### src/rtl/mips_bus_responder.sv
// -----------------------------------------------------------------------------
// mips_bus_responder
//
// Bus target for the MIPS core's external 8-bit address/data bus. It serves
// four-phase req/ack transactions from a small scratch RAM and a few peripheral
// registers, and inserts a fixed number of wait states before every ack.
//
// Address map:
//   0x00..MEM_WORDS-1  scratch RAM (r/w, not reset)
//   0xF0               GPIO_OUT  (r/w)
//   0xF1               GPIO_IN   (read-only, synchronised; writes ignored)
//   0xF2               TIMER     (free-running, a write clears it)
//   0xF3               TIMER_CMP (r/w)
//   0xF4               STATUS    (bit0 = irq, write 1 to clear)
//   anything else      bus_err = 1, rdata = 0x00, writes dropped
//
// Handshake: the core raises bus_req with bus_we/bus_addr/bus_wdata valid and
// holds it until it sees bus_ack. The request is latched on the first edge
// that samples bus_req high in IDLE; later changes on the bus inputs are
// ignored. bus_ack rises WAIT_STATES+1 edges after that, with bus_rdata and
// bus_err valid, and stays high until an edge samples bus_req low. A req that
// drops early still completes and gives a single-cycle ack pulse.
//
// Ports:
//   clk, rst_n        clock, asynchronous active-low reset
//   bus_req, bus_we   request and direction (1 = write)
//   bus_addr          byte address
//   bus_wdata         write data
//   bus_rdata         read data, valid while bus_ack = 1
//   bus_ack           transaction complete
//   bus_err           unmapped address, valid while bus_ack = 1
//   gpio_in           asynchronous external inputs
//   gpio_out          GPIO output register
//   timer_irq         sticky timer-match flag
//   dbg_state         current FSM state (0 IDLE, 1 WAIT, 2 ACCESS, 3 HOLD)
// -----------------------------------------------------------------------------
module mips_bus_responder #(
    parameter int MEM_WORDS   = 16,
    parameter int WAIT_STATES = 2
) (
    input  logic       clk,
    input  logic       rst_n,
    input  logic       bus_req,
    input  logic       bus_we,
    input  logic [7:0] bus_addr,
    input  logic [7:0] bus_wdata,
    output logic [7:0] bus_rdata,
    output logic       bus_ack,
    output logic       bus_err,
    input  logic [7:0] gpio_in,
    output logic [7:0] gpio_out,
    output logic       timer_irq,
    output logic [1:0] dbg_state
);

    localparam int         AW      = (MEM_WORDS > 1) ? $clog2(MEM_WORDS) : 1;
    localparam logic [7:0] RAM_TOP = 8'(MEM_WORDS - 1);
    localparam logic [3:0] WS_LOAD = 4'(WAIT_STATES);

    localparam logic [7:0] A_GPIO_OUT  = 8'hF0;
    localparam logic [7:0] A_GPIO_IN   = 8'hF1;
    localparam logic [7:0] A_TIMER     = 8'hF2;
    localparam logic [7:0] A_TIMER_CMP = 8'hF3;
    localparam logic [7:0] A_STATUS    = 8'hF4;

    typedef enum logic [1:0] {
        S_IDLE   = 2'd0,
        S_WAIT   = 2'd1,
        S_ACCESS = 2'd2,
        S_HOLD   = 2'd3
    } state_t;

    state_t     state, state_nxt;
    logic [3:0] wait_cnt;
    logic       lat_we;
    logic [7:0] lat_addr;
    logic [7:0] lat_wdata;

    logic [7:0] mem [MEM_WORDS];

    logic [7:0] timer;
    logic [7:0] timer_cmp;
    logic       irq;
    logic [7:0] gpio_sync1;
    logic [7:0] gpio_sync2;

    // Address decode works on the latched address so late bus changes can't
    // disturb a transaction in flight.
    logic       is_ram, is_gpo, is_gpi, is_tmr, is_cmp, is_sts, mapped;
    logic [7:0] rd_val;
    logic       acc_wr;
    logic       irq_set, irq_clr;

    // -------------------------------------------------------------------------
    // FSM
    // -------------------------------------------------------------------------
    always_ff @(posedge clk or negedge rst_n) begin
        if (!rst_n) begin
            state <= S_IDLE;
        end else begin
            state <= state_nxt;
        end
    end

    always_comb begin
        state_nxt = state;
        case (state)
            S_IDLE: begin
                if (bus_req) begin
                    state_nxt = (WAIT_STATES == 0) ? S_ACCESS : S_WAIT;
                end
            end
            S_WAIT: begin
                // The counter reaches 0 on this edge when it currently holds 1.
                if (wait_cnt <= 4'd1) begin
                    state_nxt = S_ACCESS;
                end
            end
            S_ACCESS: begin
                state_nxt = S_HOLD;
            end
            S_HOLD: begin
                if (!bus_req) begin
                    state_nxt = S_IDLE;
                end
            end
            default: begin
                state_nxt = S_IDLE;
            end
        endcase
    end

    assign dbg_state = state;

    // Ack is a decode of the registered state, so an asynchronous reset drops
    // it immediately along with the FSM.
    assign bus_ack = (state == S_HOLD);

    // -------------------------------------------------------------------------
    // Request latch and wait counter
    // -------------------------------------------------------------------------
    always_ff @(posedge clk or negedge rst_n) begin
        if (!rst_n) begin
            wait_cnt  <= 4'd0;
            lat_we    <= 1'b0;
            lat_addr  <= 8'h00;
            lat_wdata <= 8'h00;
        end else begin
            if (state == S_IDLE && bus_req) begin
                wait_cnt  <= WS_LOAD;
                lat_we    <= bus_we;
                lat_addr  <= bus_addr;
                lat_wdata <= bus_wdata;
            end else if (state == S_WAIT) begin
                wait_cnt <= wait_cnt - 4'd1;
            end
        end
    end

    // -------------------------------------------------------------------------
    // Decode and read mux
    // -------------------------------------------------------------------------
    always_comb begin
        is_ram = (lat_addr <= RAM_TOP);
        is_gpo = (lat_addr == A_GPIO_OUT);
        is_gpi = (lat_addr == A_GPIO_IN);
        is_tmr = (lat_addr == A_TIMER);
        is_cmp = (lat_addr == A_TIMER_CMP);
        is_sts = (lat_addr == A_STATUS);
        mapped = is_ram | is_gpo | is_gpi | is_tmr | is_cmp | is_sts;
    end

    // Reads see the state before the access edge, including the pre-increment
    // timer value.
    always_comb begin
        rd_val = 8'h00;
        if (is_ram) begin
            rd_val = mem[lat_addr[AW-1:0]];
        end else if (is_gpo) begin
            rd_val = gpio_out;
        end else if (is_gpi) begin
            rd_val = gpio_sync2;
        end else if (is_tmr) begin
            rd_val = timer;
        end else if (is_cmp) begin
            rd_val = timer_cmp;
        end else if (is_sts) begin
            rd_val = {7'd0, irq};
        end
    end

    assign acc_wr = (state == S_ACCESS) && lat_we;

    always_ff @(posedge clk or negedge rst_n) begin
        if (!rst_n) begin
            bus_rdata <= 8'h00;
            bus_err   <= 1'b0;
        end else if (state == S_ACCESS) begin
            bus_rdata <= rd_val;
            bus_err   <= ~mapped;
        end
    end

    // -------------------------------------------------------------------------
    // Scratch RAM (no reset)
    // -------------------------------------------------------------------------
    always_ff @(posedge clk) begin
        if (acc_wr && is_ram) begin
            mem[lat_addr[AW-1:0]] <= lat_wdata;
        end
    end

    // -------------------------------------------------------------------------
    // Peripheral registers
    // -------------------------------------------------------------------------
    always_ff @(posedge clk or negedge rst_n) begin
        if (!rst_n) begin
            gpio_out  <= 8'h00;
            timer_cmp <= 8'h00;
        end else if (acc_wr) begin
            if (is_gpo) begin
                gpio_out <= lat_wdata;
            end
            if (is_cmp) begin
                timer_cmp <= lat_wdata;
            end
        end
    end

    // Clearing write takes priority over the free-running increment.
    always_ff @(posedge clk or negedge rst_n) begin
        if (!rst_n) begin
            timer <= 8'h00;
        end else if (acc_wr && is_tmr) begin
            timer <= 8'h00;
        end else begin
            timer <= timer + 8'd1;
        end
    end

    // A compare value of zero disables matching. Set wins over a same-cycle
    // clear so a match is never lost.
    assign irq_set = (timer == timer_cmp) && (timer_cmp != 8'h00);
    assign irq_clr = acc_wr && is_sts && lat_wdata[0];

    always_ff @(posedge clk or negedge rst_n) begin
        if (!rst_n) begin
            irq <= 1'b0;
        end else begin
            irq <= irq_set | (irq & ~irq_clr);
        end
    end

    assign timer_irq = irq;

    // Two-flop synchroniser for the asynchronous GPIO inputs.
    always_ff @(posedge clk or negedge rst_n) begin
        if (!rst_n) begin
            gpio_sync1 <= 8'h00;
            gpio_sync2 <= 8'h00;
        end else begin
            gpio_sync1 <= gpio_in;
            gpio_sync2 <= gpio_sync1;
        end
    end

endmodule

### config.mk
export PLATFORM = sky130hd
export DESIGN_NAME = mips_bus_responder
export DESIGN_NICKNAME = d
export VERILOG_FILES = /design/src/rtl/mips_bus_responder.sv
export SDC_FILE = /design/constraint.sdc
export NUM_CORES = 1
export LEC_CHECK = 0
export CORE_UTILIZATION = 42
export CTS_CLUSTER_DIAMETER = 60
export CTS_CLUSTER_SIZE = 14
export DETAILED_ROUTE_END_ITERATION = 8
export HOLD_SLACK_MARGIN = 0.03
export PLACE_DENSITY = 0.71
export SLEW_MARGIN = 0
export SYNTH_ARGS = -nofsm -noshare
export SYNTH_HDL_FRONTEND = slang
export SYNTH_SLANG_ARGS = --single-unit
### constraint.sdc
create_clock -name clk -period 2.3 [get_ports clk]
set_clock_uncertainty 0.2 [all_clocks]
set_input_delay 0.46 -clock clk [delete_from_list [all_inputs] [get_ports clk]]
set_output_delay 0.46 -clock clk [all_outputs]
set_load 0.02 [all_outputs]
==> metrics <==
status=complete, no violations; Max-Cap Viols=0; worst vdd ir=1.06 mV; Yosys reg bits=~200; DRC errors left=0; Power Total=0.0119 W; largest net degree at the start of global routing=74; root buffer cell=clkbuf_16; via count of the routed design=4776; Die Wd=142 µm; fin crit period=~2300 ps; clk slew on worst S/H paths=70 ps; Cell Area, Synth=8260 µm²; commonest non-fill, non-tap cell in the layout=edfxtp_1; Total Nets Final=roughly 630; critical path start-end classification=reg -> reg; GRT Total Usage=0.190; vias in the first global route=roughly 4900; Startpoint Class=flop; Setup crit start=lat_addr[0]$_DFFE_PN0P_; Avg Cell Area, Syn=17.1 µm²; RR Startpoint=lat_addr[0]$_DFFE_PN0P_; Final Cycle Share=0.992; initial detailed-routing violation count=425; clk buf depth=3; Synth cell types=45; Slew headroom=0.467; Seq. cell area=5680 µm²; share of the synthesized area in the top cell type=0.466; reg2reg setup slack=roughly 17 ps; Critical Path End Type=flop; Worst Hold Class=reg -> reg; n_diodes=0; first drt pass iteration count=5; row count=50; first-pass GRT wire length=28300 µm; Max FO, Critical Path=6; Layout fillers=1494; Final Hold Viols=0; Async S/R FF share, synth=0.363; clock sinks=201; cells after synthesis=482; RSZ-0062 raised after global routing=yes; drt wl/cell=21.6 µm; PD cells=1180 nW/µm²; top post-synthesis cells by area=edfxtp_1 (47%), dfrtp_1 (22%), mux4_2 (5.5%); Mapped Nets=517; Non-Filler Instances=860; Slew Limit Fails=0; grt ovf=0; share of cells above drive strength 1=0.267; dpl cells=823; commonest cells after routing, fill and taps aside=edfxtp_1 (128), dfrtp_1 (71), buf_4 (52); Max Freq=0.438 GHz; PortBufs=48; initial antenna violation count=0; DIE AREA=20200 µm²; total wire length=18600 µm; Placer Congestion=slightly below 0.9; Leak=3.77 nW; num ports=49; Reg2Reg Depth=5; vias per cell=5.55; Initial Utilization=0.436; footprint of the multi-input gates=2490 µm²; CP required=~2500 ps; critical path endpoint=bus_rdata[6]$_DFFE_PN0N_; Skew-Pair Late Insertion Delay=~480 ps; CP Data Arrival Time=2440 ps; Reg-to-Reg End=bus_rdata[6]$_DFFE_PN0N_; clock buffer count from CTS=18; CTS tree=done; core area=19000 µm²; measured slew at the worst slew-check pin=800 ps; H-tree levels=1; EDFF count, synth=128; Die Y-Extent=142 µm; sequential-to-total area share from yosys stat=0.687; area leader, netlist=edfxtp_1; final setup violation count=0; dpl hpwl=between 10000 and 15000 µm; area grow syn2layout=21.9%; Final ANT Viol Nets=0; top_reg_cell synth=edfxtp_1; final setup TNS=0 ps; yosys synthesis warning count=0
-- report_power, final --
| part | switching [W] | internal (W) | leakage (nW) |
|---|---|---|---|
| sequential | 0.000784 | 0.00457 | 2.05 |
| combinational | 0.00186 | 0.00187 | 1.46 |
| clock | 0.00126 | 0.00153 | 0.252 |
| total | 0.00391 | 0.00798 | 3.77 |
-- Yosys cell counts (2+ instances only) --
cell / n
nand2_1: 15
o22a_1: 2
o21ai_0: 3
dfrtp_1: 73
buf_2: 5
and3_1: 4
a32oi_1: 2
inv_1: 8
nor4_1: 3
mux2i_1: 12
xnor2_1: 7
ha_1: 7
nor2_1: 33
a31oi_1: 7
a22oi_1: 2
a21oi_1: 6
nor2b_1: 5
nand3_1: 14
edfxtp_1: 128
mux2_2: 39
mux4_1: 14
buf_6: 4
nor3_1: 12
clkbuf_1: 8
nand2b_1: 9
xor2_1: 9
a221oi_1: 10
buf_4: 2
mux4_2: 20
nand4_1: 4
-- kinds of logic after synthesis --
family | Yosys count | synth area share
muxes | 85 | 0.167
buffers and inverters | 29 | 0.0205
and+or+nand+nor | 109 | 0.0682
xor gates and xnor gates | 16 | 0.0170
DFF | 201 | 0.687
AOI/OAI and AO/OA | 35 | 0.0302
adders and majority gates | 7 | 0.0106
-- what timing repair did --
action,4_1_cts,5_1_grt
endpoints found under the hold margin,73,0
hold buffers,1,0
gates resized for setup,6,8
pin swaps,0,3
buffers inserted,5,1
endpoints found under the setup margin,55,25
-- critical path: stages, from the launching register on --
cell and delay, ps:
dfrtp_4 480, buf_6 170, mux4_1 560, mux2_2 330, a221oi_4 330, nor3_1 90
-- layer usage --
metal / part of all wire / up-vias / GRT usage
met5: 0 / - / 0
met2: 0.48 / 194 / 0.302
li1: - / 2097 / -
met1: 0.43 / 2450 / 0.264
met4: 0.023 / 0 / 0.0589
met3: 0.072 / 35 / 0.0394
-- state kept, by name (all words and copies together), names as in the netlist --
signal      count
timer_cmp       8
timer_irq       1
bus_rdata       8
lat_wdata       8
timer           8
wait_cnt        4
mem           128
lat_we          1
gpio_sync2      8
gpio_out        8
gpio_sync1      8
bus_err         1
dbg_state       2
lat_addr        8
-- per-stage QoR --
stage	hold WS, ps	setup slack (ps)	cell area [µm²]	util
final	152	17.3	10100	0.531
after floorplan	-35.6	43.7	8280	-
after CTS	155	1.98	10000	0.528
after detailed placement	140	-121	9410	0.496
after global placement	133	-67.5	9410	0.496
after global routing	157	-2.32	10100	0.531
-- worst min-delay path by stage --
stage / slack, ps / from / cells after the start / end
floorplan: -40 / rst_n / 0 / bus_err$_DFFE_PN0N_
global placement: 130 / gpio_sync1[7]$_DFF_PN0_ / 0 / gpio_sync2[7]$_DFF_PN0_
detailed placement: 140 / gpio_sync1[4]$_DFF_PN0_ / 0 / gpio_sync2[4]$_DFF_PN0_
CTS: 160 / gpio_sync1[0]$_DFF_PN0_ / 0 / gpio_sync2[0]$_DFF_PN0_
global route: 160 / gpio_sync1[4]$_DFF_PN0_ / 0 / gpio_sync2[4]$_DFF_PN0_
finish: 150 / gpio_sync1[4]$_DFF_PN0_ / 0 / gpio_sync2[4]$_DFF_PN0_
-- final cells by class --
class                   count  area share
flip-flops and latches    201       0.564
multi-input cells         252       0.248
repair buffers            109       0.101
clock buffers              29      0.0510
well taps                 260      0.0323
inverters                   8     0.00298
clock inverters             1     0.00112
(Power assumes the default switching activity.)
